`config.mk`:
```
export PLATFORM = sky130hd
export DESIGN_NAME = sw_debounce8_flat
export DESIGN_NICKNAME = d
export VERILOG_FILES = /design/src/rtl/sw_debounce8_if.sv /design/src/rtl/sw_debounce8.sv /design/src/flat_wrapper.sv
export SDC_FILE = /design/constraint.sdc
export NUM_CORES = 1
export LEC_CHECK = 0
export BUFFER_PORTS_ARGS = -buffer_cell sky130_fd_sc_hd__buf_2
export CORE_ASPECT_RATIO = 1.5
export CORE_MARGIN = 5
export CORE_UTILIZATION = 60
export CTS_CLUSTER_SIZE = 28
export DETAILED_ROUTE_END_ITERATION = 16
export GPL_ROUTABILITY_DRIVEN = 0
export HOLD_SLACK_MARGIN = 0.08
export PLACE_DENSITY_LB_ADDON = 0.05
export SLEW_MARGIN = 20
export SYNTH_ARGS = -nofsm -noshare
export SYNTH_HDL_FRONTEND = slang
export SYNTH_SLANG_ARGS = --single-unit
```
`constraint.sdc`:
```
create_clock -name clk -period 4 [get_ports clk]
set_clock_uncertainty 0.05 [all_clocks]
set_input_delay 1 -clock clk [delete_from_list [all_inputs] [get_ports clk]]
set_output_delay 1 -clock clk [all_outputs]
set_load 0.03 [all_outputs]
```
`src/rtl/sw_debounce8_if.sv`:
```
// rtl/sw_debounce8_if.sv - switch debouncer signal bundle; rise exists only with SW_DEBOUNCE_RISE_EN
interface sw_debounce8_if #(
    parameter int WIDTH = 8
);
    logic [WIDTH-1:0] sw_in;
    logic [WIDTH-1:0] sw_out;
    logic             chg;
`ifdef SW_DEBOUNCE_RISE_EN
    logic [WIDTH-1:0] rise;

    modport master (output sw_in, input sw_out, input chg, input rise);
    modport slave  (input sw_in, output sw_out, output chg, output rise);
`else
    modport master (output sw_in, input sw_out, input chg);
    modport slave  (input sw_in, output sw_out, output chg);
`endif
endinterface

```
`src/rtl/sw_debounce8.sv`:
```
// rtl/sw_debounce8.sv - per-bit tick-sampled switch debouncer; optional rise pulses with SW_DEBOUNCE_RISE_EN
module sw_debounce8 #(
    parameter int WIDTH  = 8,
    parameter int DIV    = 50000,
    parameter int STABLE = 4
) (
    input  logic           clk,
    input  logic           rst_n,
    sw_debounce8_if.slave  io
);
    localparam int PW = (DIV > 1) ? $clog2(DIV) : 1;
    localparam int CW = $clog2(STABLE + 1);
    localparam logic [PW-1:0] PLAST = PW'(DIV - 1);
    localparam logic [CW-1:0] CLAST = CW'(STABLE - 1);

    typedef enum logic {ST_MATCH, ST_COUNT} state_e;

    logic [WIDTH-1:0] s1_q;
    logic [WIDTH-1:0] s2_q;
    logic [PW-1:0]    pcnt_q;
    logic [PW-1:0]    pcnt_d;
    state_e           state_q [WIDTH];
    state_e           state_d [WIDTH];
    logic [CW-1:0]    cnt_q   [WIDTH];
    logic [CW-1:0]    cnt_d   [WIDTH];
    logic [WIDTH-1:0] sw_out_q;
    logic [WIDTH-1:0] sw_out_d;
    logic [WIDTH-1:0] accept;
    logic             chg_q;
    logic             chg_d;
    logic             tick;
`ifdef SW_DEBOUNCE_RISE_EN
    logic [WIDTH-1:0] rise_q;
    logic [WIDTH-1:0] rise_d;
`endif

    assign tick = (pcnt_q == PLAST);

    always_comb begin
        pcnt_d   = tick ? '0 : pcnt_q + PW'(1);
        sw_out_d = sw_out_q;
        accept   = '0;
        for (int i = 0; i < WIDTH; i++) begin
            state_d[i] = state_q[i];
            cnt_d[i]   = cnt_q[i];
            if (tick) begin
                if (s2_q[i] == sw_out_q[i]) begin
                    state_d[i] = ST_MATCH;
                    cnt_d[i]   = '0;
                end else if (cnt_q[i] != CLAST) begin
                    // cnt is 0 in MATCH, so CLAST==0 (STABLE==1) accepts on the first differing tick
                    state_d[i] = ST_COUNT;
                    cnt_d[i]   = (state_q[i] == ST_MATCH) ? CW'(1) : cnt_q[i] + CW'(1);
                end else begin
                    state_d[i]  = ST_MATCH;
                    cnt_d[i]    = '0;
                    sw_out_d[i] = s2_q[i];
                    accept[i]   = 1'b1;
                end
            end
        end
        chg_d = |accept;
`ifdef SW_DEBOUNCE_RISE_EN
        rise_d = accept & s2_q;
`endif
    end

    always_ff @(posedge clk or negedge rst_n) begin
        if (!rst_n) begin
            s1_q     <= '0;
            s2_q     <= '0;
            pcnt_q   <= '0;
            sw_out_q <= '0;
            chg_q    <= 1'b0;
            for (int i = 0; i < WIDTH; i++) begin
                state_q[i] <= ST_MATCH;
                cnt_q[i]   <= '0;
            end
`ifdef SW_DEBOUNCE_RISE_EN
            rise_q   <= '0;
`endif
        end else begin
            s1_q     <= io.sw_in;
            s2_q     <= s1_q;
            pcnt_q   <= pcnt_d;
            sw_out_q <= sw_out_d;
            chg_q    <= chg_d;
            for (int i = 0; i < WIDTH; i++) begin
                state_q[i] <= state_d[i];
                cnt_q[i]   <= cnt_d[i];
            end
`ifdef SW_DEBOUNCE_RISE_EN
            rise_q   <= rise_d;
`endif
        end
    end

    assign io.sw_out = sw_out_q;
    assign io.chg    = chg_q;
`ifdef SW_DEBOUNCE_RISE_EN
    assign io.rise   = rise_q;
`endif
endmodule

```
`src/flat_wrapper.sv`:
```
// flat-port wrapper written by rule: the top's interface ports become plain ports
module sw_debounce8_flat 
#(
    parameter int WIDTH  = 8,
    parameter int DIV    = 50000,
    parameter int STABLE = 4
)
  (clk, rst_n, io_sw_in, io_sw_out, io_chg);
  sw_debounce8_if #(.WIDTH(WIDTH)) io_i ();
  input  logic clk;
  input  logic rst_n;
  input wire logic [$bits(io_i.sw_in)-1:0] io_sw_in;
  output wire logic [$bits(io_i.sw_out)-1:0] io_sw_out;
  output wire logic [$bits(io_i.chg)-1:0] io_chg;
  assign io_i.sw_in = io_sw_in;
  assign io_sw_out = io_i.sw_out;
  assign io_chg = io_i.chg;
  sw_debounce8 #(.WIDTH(WIDTH), .DIV(DIV), .STABLE(STABLE)) u_core (.clk(clk), .rst_n(rst_n), .io(io_i));
endmodule
```
======== Word level (Yosys, flattened, before mapping) ========
Index checks and enable logic that the tools add are counted.
operators by class
  $add $sub $neg .......................... 9
  bitwise logic cells ..................... 16
  reduce and logical (&&, ||, !) cells .... 9
  equal/unequal tests ..................... 17
  muxes and demuxes ....................... 65
operator list
  cell                   number
  $mux 3                 24
  $mux 1                 40
  $add 3x1->3 const B    8
  $ne 3x2->1 const B     8
  $reduce_and 3->1       8
  $add 16x1->16 const B  1
  $eq 16x16->1 const B   1
  $mux 16                1
  $not 1->1              16
  $eq 1x1->1             8
  $reduce_or 8->1        1
storage, ports and cells
  word-level logic and storage cells ...... 144
  bits of input ports ..................... 10
  register bits ........................... 73
  output and inout port bits .............. 9

======== Longest topological paths before layout ========
Gate-level depths: netlist of the first run.
  depth in word-level cells ............... 5
  depth in mapped cells ................... 6

======== Worst setup path before layout of the first run ========
Ideal clock, no wire load.
  path kind ............................... register -> register
  from .................................... reg u_core.pcnt_q[0]
  to ...................................... reg u_core.sw_out_q[0], in the netlist u_core.io.sw_out[0]
  cell stages (with the launch flop) ...... 7
  arrival ................................. 1.453 ns
  data required time ...................... 3.825 ns
  setup slack ............................. 2.373 ns
  library setup time ...................... 0.125 ns
  cell sequence ........................... dfrtp_1 ha_1 and3_1 and4_4 buf_6 nand2_1 mux2_2
on the way
  longest elaborated chain between the ends .. 2
RTL lines
  item                        RTL line            text
  start, declared             sw_debounce8.sv:20  logic [PW-1:0] pcnt_q;
  start signal, assigned      sw_debounce8.sv:85  pcnt_q <= pcnt_d;
  $eq 16x16->1                sw_debounce8.sv:37  assign tick = (pcnt_q == PLAST);
  $reduce_and 3->1 (no line)  n/a
  end signal, assigned        sw_debounce8.sv:86  sw_out_q <= sw_out_d;
  end, declared               sw_debounce8.sv:26  logic [WIDTH-1:0] sw_out_q;
Every way passes these cells.
A chain may end at the register's enable or synchronous reset.

======== Worst setup path after layout of the first run ========
  from .................................... reg u_core.pcnt_q[0]
  to ...................................... reg u_core.cnt_q[12] in the netlist's numbering
on the way
  longest elaborated chain between the ends .. 1
RTL lines
  item                           RTL line            text
  $eq 16x16->1                   sw_debounce8.sv:37
  end signal, assigned by index  sw_debounce8.sv:90  cnt_q[i] <= cnt_d[i];
  end, declared                  sw_debounce8.sv:24  logic [CW-1:0] cnt_q [WIDTH];
Every way passes these cells.

==> results.md, run 1 <==
- Detail Placement HPWL: 3.296 mm
- Outcome: finished clean
- Yosys warning count: 0
- Number of flip-flops and latches in the synthesized netlist: 73
- Core Footprint: 5125 µm²
- Post-Synthesis Cell Area: 3158 µm²
- Proportion of netlist area held by the largest area contributor: 57.84%
- First-pass GRT wire length: 8.790 mm
- Start of the worst register-to-register path: u_core.pcnt_q[0]$_DFF_PN0_
- Placed instance area: around 3300 µm²
- Number of nets in the layout: between 300 and 400
- Endpoint of the most critical register-to-register path: u_core.cnt_q[12]$_DFFE_PN0N_
- CP Capture Type: register
- Iteration-0 DRC Markers: a little under 100
- Ant diodes: 0
- Area enclosed by the die boundary: ~7000 µm²
- Antenna violations before repair: 0
- Synthesized instance count: approximately 270
- Number of inserted filler cells in the final layout: around 420
- Combined area of the multi-input logic cells: approximately 1200 µm²
- Max-slew violation total from the final report: 0
- Worst hold stages: 0
- Cell chain of the critical path: ha_1, and3_1, nand4_2, a211oi_1, a21o_1
- Remaining antenna violation count after routing: 0
- Clock buffer count from CTS: 9
- Die Y: 98.86 µm
- CTS tree: built
- Post CTS Setup Buffer Count: 0
- Clock latency on the worst-skew pair: around 330 ps
- Post-synth net total: 295
- Post-Synth XOR/XNOR Area: roughly 5.5%
- Syn Area/Cell: between 10 and 15 µm²
- Hold Violations, Final: 0
- Unrepaired setup endpoints after global routing: false
- Placement-stage worst setup slack: ~1600 ps
- Post-Route Utilization: 68.46%
- Cell count of the worst reg-to-reg path: 5
- Maximum number of pins on one net before global-route repair: 74
- Final setup margin: around 1600 ps
- Average vias per placed instance: ~5.5
- Final period utilization: 59.20%
- Bufs on Longest Clock Path: 2
- Final std cells w/o fill: approximately 360
- Max IR drop VDD: 0.0002486 V
- Number of unique standard cell types used by synthesis: 32
- Master cell of the clock root buffer: sky130_fd_sc_hd__clkbuf_8
- Kind of critical path: reg2reg
- Critical path required time: 4220 ps
- Adder-cell share of the synthesized area: 6.735%
- Number of detailed-route iterations in the first pass: 4
- Net Sw Frac: 19.72%
- Peak per-stage delay on the critical path: 760 ps
- Count of endpoints failing setup in the final report: 0
- Wire length after detailed routing: 4.916 mm
- Sequential Power Share: 55.1%
- Top post-synthesis cells by area: sky130_fd_sc_hd__dfrtp_1 58%, sky130_fd_sc_hd__ha_1 6.7%, sky130_fd_sc_hd__nand2_1 3.6%, sky130_fd_sc_hd__xor2_1 3.3%, sky130_fd_sc_hd__mux2_2 2.9%
- Post-route cell area: approximately 3500 µm²
- Area share of and/or/nand/nor cells after synthesis: 13.99%
- Hold worst-path end: u_core.s2_q[7]$_DFF_PN0_
- Worst path slowest cell: sky130_fd_sc_hd__nand4_2
- Class of the most critical hold timing path: reg2reg
- Vias in the first global route: 2038
- Clock Power Share: 42.9%
- Post-layout min period: approximately 2400 ps
- Area used by sequential logic in the layout: 1827 µm²
- Width of the die: 69.24 µm
- # Max-Cap Violations: 0
- Crit path buf inv count: 0
- Hold-fix buffers, CTS: 0
- Clock-pin slew on the worst setup and hold paths: 70 ps
- Total grt overflow: 0
- Max Freq: 0.4223 GHz
- Gr usage total: 15.79%
- Hold path startpoint: u_core.s1_q[7]$_DFF_PN0_
- Layout area overhead: 11.09%
- Areal power density over the cells: 387.5 nW/µm²
- Register-to-register setup slack: about 1600 ps
- Worst EP arrival: 2590 ps
- H-Tree Depth: 3
- Layout cells sized above 1: 15.54%
- Part of the Yosys area used for sequential elements: 57.84%
- Area fraction in compound gates after synthesis: 9.311%
- Number of placed cells counting well taps: 348
- Largest fanout on the critical path: 44
- Nature of the critical path startpoint: register
- Share of total power in combinational logic: under 10%
- Routed vias: 1985
- Detailed-route wire length per cell: 13.51 µm
- Remaining max-slew budget at the tightest pin: 34.05%
- Slew at the pin closest to its max-slew limit: 987.0 ps
- Number of placement rows: 32
- DRC violation count after routing: 0
- Total internal power: about 1.1 mW
- Switching power of the nets: 0.2681 mW
- Port Buffer Count: 18
- Multiplexer fraction of the synthesized cell area: 3.170%
- Leakage power: 1.734 nW
- Main combinational cell family by area after synthesis: simple AND/OR/NAND/NOR gates
- Final setup TNS: 0 ps
- Post-cts gate resize count: 0
- Critical path's top delay family: simple AND/OR/NAND/NOR gates
- Largest area contributor in the netlist: sky130_fd_sc_hd__dfrtp_1
- Number of clock sinks: 73
- Io pins: 19
- Initial core utilization: 61.62%
[registers in the layout (all words and copies together) (netlist names)]
signal / count
u_core.cnt_q: 24
u_core.io.chg: 1
u_core.io.sw_out: 8
u_core.pcnt_q: 16
u_core.s1_q: 8
u_core.s2_q: 8
u_core.state_q: 8
[final cells by class]
| type | instances | area share [%] |
|---|---|---|
| timing repair buffer | 19 | 2.782 |
| inverter | 18 | 1.926 |
| sequential | 73 | 52.07 |
| clock buffer | 14 | 4.922 |
| clock inverter | 2 | 0.9986 |
| multi-input combinational | 170 | 34.88 |
| tap | 68 | 2.425 |
[cells by family (layout without fill, tap and decap cells)]
family / count (synthesis) / count (layout)
and+or+nand+nor: 78 / 78
DFF: 73 / 73
AOI/OAI and AO/OA: 46 / 46
buffers and inverters: 25 / 53
xor gates and xnor gates: 20 / 20
adders and majority gates: 17 / 17
muxes: 9 / 9
[per-layer routing]
layer	vias up	global-route usage (%)	part of all wire [%]
li1	985	-	-
met5	-	0	0
met4	0	7.669	1.7
met2	19	27.35	51
met1	970	18.75	45
met3	11	2.959	2.0
[placed cells by master, fill, tap and decap left out, drive strengths merged, types with 5 or more instances in the layout]
cell type / instances
nand4b: 8
o21ai: 17
ha: 17
mux2: 8
inv: 18
nand3: 5
xnor2: 8
nand4: 6
clkbuf: 14
nand2b: 8
dfrtp: 73
nand2: 30
buf: 19
a211oi: 8
xor2: 12
a21o: 8
o22ai: 8
nor2: 10
[power groups by stage]
stage               clock network, mW  logic, mW  registers (mW)
finish                          0.584     0.0260           0.750
global route                    0.628     0.0311           0.750
CTS                             0.596     0.0274           0.750
detailed placement                  0     0.0274           0.764
global placement                    0     0.0272           0.763
floorplan                           0    0.00645           0.763
[cell usage after synthesis]
master and instances:
sky130_fd_sc_hd__nand4_2 1, sky130_fd_sc_hd__nor4_1 2, sky130_fd_sc_hd__dfrtp_1 73, sky130_fd_sc_hd__or4_1 1, sky130_fd_sc_hd__nand2_1 30, sky130_fd_sc_hd__xnor2_1 8
sky130_fd_sc_hd__xor2_1 12, sky130_fd_sc_hd__and2_1 1, sky130_fd_sc_hd__clkbuf_1 3, sky130_fd_sc_hd__ha_1 17, sky130_fd_sc_hd__and3_1 1, sky130_fd_sc_hd__nor4b_4 1
sky130_fd_sc_hd__buf_4 1, sky130_fd_sc_hd__a41oi_1 1, sky130_fd_sc_hd__nor2_1 10, sky130_fd_sc_hd__o21ai_0 17, sky130_fd_sc_hd__nand2b_1 8, sky130_fd_sc_hd__and4bb_2 2
sky130_fd_sc_hd__nand3_1 5, sky130_fd_sc_hd__nand4_1 5, sky130_fd_sc_hd__buf_6 1, sky130_fd_sc_hd__mux2_2 8, sky130_fd_sc_hd__o22ai_1 8, sky130_fd_sc_hd__buf_2 2
sky130_fd_sc_hd__inv_1 18, sky130_fd_sc_hd__mux2i_1 1, sky130_fd_sc_hd__and4_4 1, sky130_fd_sc_hd__a211oi_1 8, sky130_fd_sc_hd__nand4b_1 8, sky130_fd_sc_hd__a21o_1 8
sky130_fd_sc_hd__a22oi_1 4, sky130_fd_sc_hd__nor3_1 2
[worst reg2reg max path: cells and delay by family (launching register included)]
| kind | cells | cell delay, ps |
|---|---|---|
| simple gates | 2 | 990 |
| flops | 1 | 390 |
| compound gates | 2 | 670 |
| fa+ha+maj | 1 | 210 |
[through the flow]
step / power, mW / hold WS [ps]
floorplan: 0.7696 / 281.2
global placement: 0.7906 / 282.1
detailed placement: 0.7913 / 284.7
finish: 1.360 / 299.9
global route: 1.409 / 305.6
CTS: 1.374 / 301.6
[worst max-delay path by stage]
| stage | startpoint | to | slack [ps] | depth (start not counted) |
|---|---|---|---|---|
| 3_3_place_gp | u_core.pcnt_q[0]$_DFF_PN0_ | u_core.cnt_q[3]$_DFFE_PN0N_ | 1730 | 5 |
| 4_1_cts | u_core.pcnt_q[7]$_DFF_PN0_ | u_core.cnt_q[12]$_DFFE_PN0N_ | 1600 | 4 |
| 5_1_grt | u_core.pcnt_q[0]$_DFF_PN0_ | u_core.cnt_q[12]$_DFFE_PN0N_ | 1340 | 5 |
| 3_5_place_dp | u_core.pcnt_q[0]$_DFF_PN0_ | u_core.cnt_q[12]$_DFFE_PN0N_ | 1610 | 5 |
| 2_1_floorplan | u_core.pcnt_q[0]$_DFF_PN0_ | u_core.io.sw_out[0]$_DFFE_PN0P_ | 2370 | 6 |
| 6_report | u_core.pcnt_q[0]$_DFF_PN0_ | u_core.cnt_q[12]$_DFFE_PN0N_ | 1630 | 5 |
No activity file was read; power rests on OpenSTA's default activity.
==> run 2: changes to the inputs <==
- CORE_UTILIZATION: 60 -> 54
- clock period: 4 -> 2.1 ns (I/O delays scaled with it)
==> results.md, run 2 (synthesis gave the netlist of run 1 again) <==
- Cell count of the worst reg-to-reg path: 5 (unchanged)
- Largest fanout on the critical path: 15 (-66%)
- Critical path's top delay family: simple AND/OR/NAND/NOR gates
- Class of the most critical hold timing path: in2async
- Remaining antenna violation count after routing: 0 (unchanged)
- Number of placement rows: 34 (+6.3%)
- Post-cts gate resize count: 0 (unchanged)
- H-Tree Depth: 3 (unchanged)
- DRC violation count after routing: 0 (unchanged)
- Outcome: finished clean
- Endpoint of the most critical register-to-register path: u_core.io.sw_out[2]$_DFFE_PN0P_
- Die Y: 103.7 µm (+4.9%)
- Io pins: 19 (unchanged)
- Nature of the critical path startpoint: register
- Vias in the first global route: 2027 (-0.54%)
- CTS tree: built
- Final period utilization: 86.50% (+27 points)
- Slew at the pin closest to its max-slew limit: 375.9 ps (-611.0 ps)
- Iteration-0 DRC Markers: 64 (-35%)
- Critical path required time: 2290 ps (-1930 ps)
- Total grt overflow: 0 (unchanged)
- Port Buffer Count: 18 (unchanged)
- Hold Violations, Final: 0 (unchanged)
- Clock-pin slew on the worst setup and hold paths: 80 ps (about the same)
- Average vias per placed instance: 5.366 (-1.6%)
- Placed instance area: 3381 µm² (+2.4%)
- Post-layout min period: 1816 ps (-551.3 ps)
- Post-route cell area: 3608 µm² (+2.9%)
- Remaining max-slew budget at the tightest pin: 74.94% (+41 points)
- CP Capture Type: register
- Worst EP arrival: 2010 ps (-580 ps)
- Largest registers ranked by flip-flop count: u_core.cnt_q (24), u_core.pcnt_q (16)
- GR met1 Demand/Resource: 19.41% (+0.66 points)
- Most utilized layer in the global route result: met2
- Max Freq: 0.5505 GHz (+30%)
- Leakage power: 1.778 nW (+2.5%)
- Width of the die: 72.44 µm (+4.6%)
- Bufs on Longest Clock Path: 2 (unchanged)
- Area enclosed by the die boundary: 7509 µm² (+9.7%)
- Most frequent cells in the layout: 73 x sky130_fd_sc_hd__dfrtp_1, 30 x sky130_fd_sc_hd__nand2_1, 18 x sky130_fd_sc_hd__inv_1, 18 x sky130_fd_sc_hd__buf_2
- Master cell of the clock root buffer: sky130_fd_sc_hd__clkbuf_8
- Unrepaired setup endpoints after global routing: false
- Core Footprint: 5743 µm² (+12%)
- Detail Placement HPWL: 3.555 mm (+7.8%)
- Final setup TNS: 0 ps (unchanged)
- Worst path slowest cell: sky130_fd_sc_hd__dfrtp_1
- Start of the worst register-to-register path: u_core.pcnt_q[7]$_DFF_PN0_
- Gr usage total: 15.80% (about the same)
- Number of clock sinks: 73 (unchanged)
- Max reg flops: 24 (unchanged)
- Post CTS Setup Buffer Count: 0 (unchanged)
- Most frequent standard cell in the layout excluding fill and tap cells: sky130_fd_sc_hd__dfrtp_1
- Max-slew violation total from the final report: 0 (unchanged)
- Antenna violations before repair: 0 (unchanged)
- Placement-stage worst setup slack: 271.6 ps (-1341 ps)
- Met2 demand-to-capacity share in global routing: 24.32% (-3.0 points)
- Layout cells sized above 1: 17.33% (+1.8 points)
- Layout area overhead: 14.26%
- Areal power density over the cells: 755.4 nW/µm² (+95%)
- First-pass GRT wire length: 9.135 mm (+3.9%)
- Count of endpoints failing setup in the final report: 0 (unchanged)
- Hold-fix buffers, CTS: 0 (unchanged)
- Maximum number of pins on one net before global-route repair: 74 (unchanged)
- Kind of critical path: reg2reg
- Clock latency on the worst-skew pair: 350 ps (+20 ps)
- Register-to-register setup slack: 280 ps (-1350 ps)
- Number of detailed-route iterations in the first pass: 4 (unchanged)
- Routed vias: 1996 (+0.55%)
- Clock buffer count from CTS: 9 (unchanged)
- Cell chain of the critical path: nor4b_4, and4_4, buf_12, nand2_1, mux2_2
- Initial core utilization: 54.99% (-6.6 points)
- Max IR drop VDD: 0.0004830 V (+94%)
- Peak per-stage delay on the critical path: 460 ps (-300 ps)
- Minimum hold slack: 141.9 ps (-158.0 ps)
- Global Route met3 Usage: 5.136% (+2.2 points)
- Register with the highest flop count: u_core.cnt_q
- Ant diodes: 0 (unchanged)
- # Max-Cap Violations: 0 (unchanged)
- Detailed-route wire length per cell: 14.30 µm (+5.9%)
- Crit path buf inv count: 1 (+1)
- Number of nets in the layout: 323 (+1.6%)
- Final setup margin: 283.5 ps (-1349 ps)
- Wire length after detailed routing: 5.320 mm (+8.2%)
==> run 2: metal layers <==
metal / vias to the layer above / share of wire [%]
met5: - / 0
met4: 0 / 2.6
met1: 968 / 45
met3: 11 / 3.6
met2: 22 / 49
li1: 995 / -
==> run 2: how the worst max path moves through the flow <==
| stage | cells past startpoint | endpoint | startpoint | slack (ps) |
|---|---|---|---|---|
| CTS | 5 | u_core.io.sw_out[2]$_DFFE_PN0P_ | u_core.pcnt_q[7]$_DFF_PN0_ | 270 |
| global placement | 6 | u_core.io.sw_out[0]$_DFFE_PN0P_ | u_core.pcnt_q[0]$_DFF_PN0_ | 310 |
| detailed placement | 5 | u_core.io.sw_out[2]$_DFFE_PN0P_ | u_core.pcnt_q[7]$_DFF_PN0_ | 270 |
| floorplan | 6 | u_core.io.sw_out[0]$_DFFE_PN0P_ | u_core.pcnt_q[0]$_DFF_PN0_ | 470 |
| global route | 6 | u_core.io.sw_out[2]$_DFFE_PN0P_ | u_core.pcnt_q[0]$_DFF_PN0_ | 180 |
| finish | 5 | u_core.io.sw_out[2]$_DFFE_PN0P_ | u_core.pcnt_q[7]$_DFF_PN0_ | 280 |
==> run 2: stage by stage <==
stage / power, mW / utilization (%) / cells
final: 2.726 / 62.83 / 372
after global routing: 2.827 / 62.83 / 372
after CTS: 2.757 / 62.83 / 372
after detailed placement: 1.511 / 58.87 / 357
after global placement: 1.510 / 58.87 / 357
after floorplan: 1.466 / - / 268
==> run 2: layout make-up <==
| type | instances | area [µm²] |
|---|---|---|
| clock buffer | 11 | 151.4 |
| clock inverter | 4 | 76.32 |
| fill | 484 | 2135 |
| inverter | 18 | 67.56 |
| multi-input combinational | 170 | 1224 |
| sequential | 73 | 1827 |
| tap | 72 | 90.09 |
| timing repair buffer | 24 | 172.7 |
==> run 2: power breakdown <==
group          leakage, nW  switching (mW)  internal (mW)
combinational        0.697          0.0385         0.0147
clock                0.112           0.516          0.729
sequential           0.969         0.00678           1.42
total                 1.78           0.562           2.16
==> run 2: worst reg2reg max path, cell delays in order (launching register included) <==
cell	delay, ps
sky130_fd_sc_hd__dfrtp_1	460
sky130_fd_sc_hd__nor4b_4	340
sky130_fd_sc_hd__and4_4	370
sky130_fd_sc_hd__buf_12	160
sky130_fd_sc_hd__nand2_1	60
sky130_fd_sc_hd__mux2_2	270
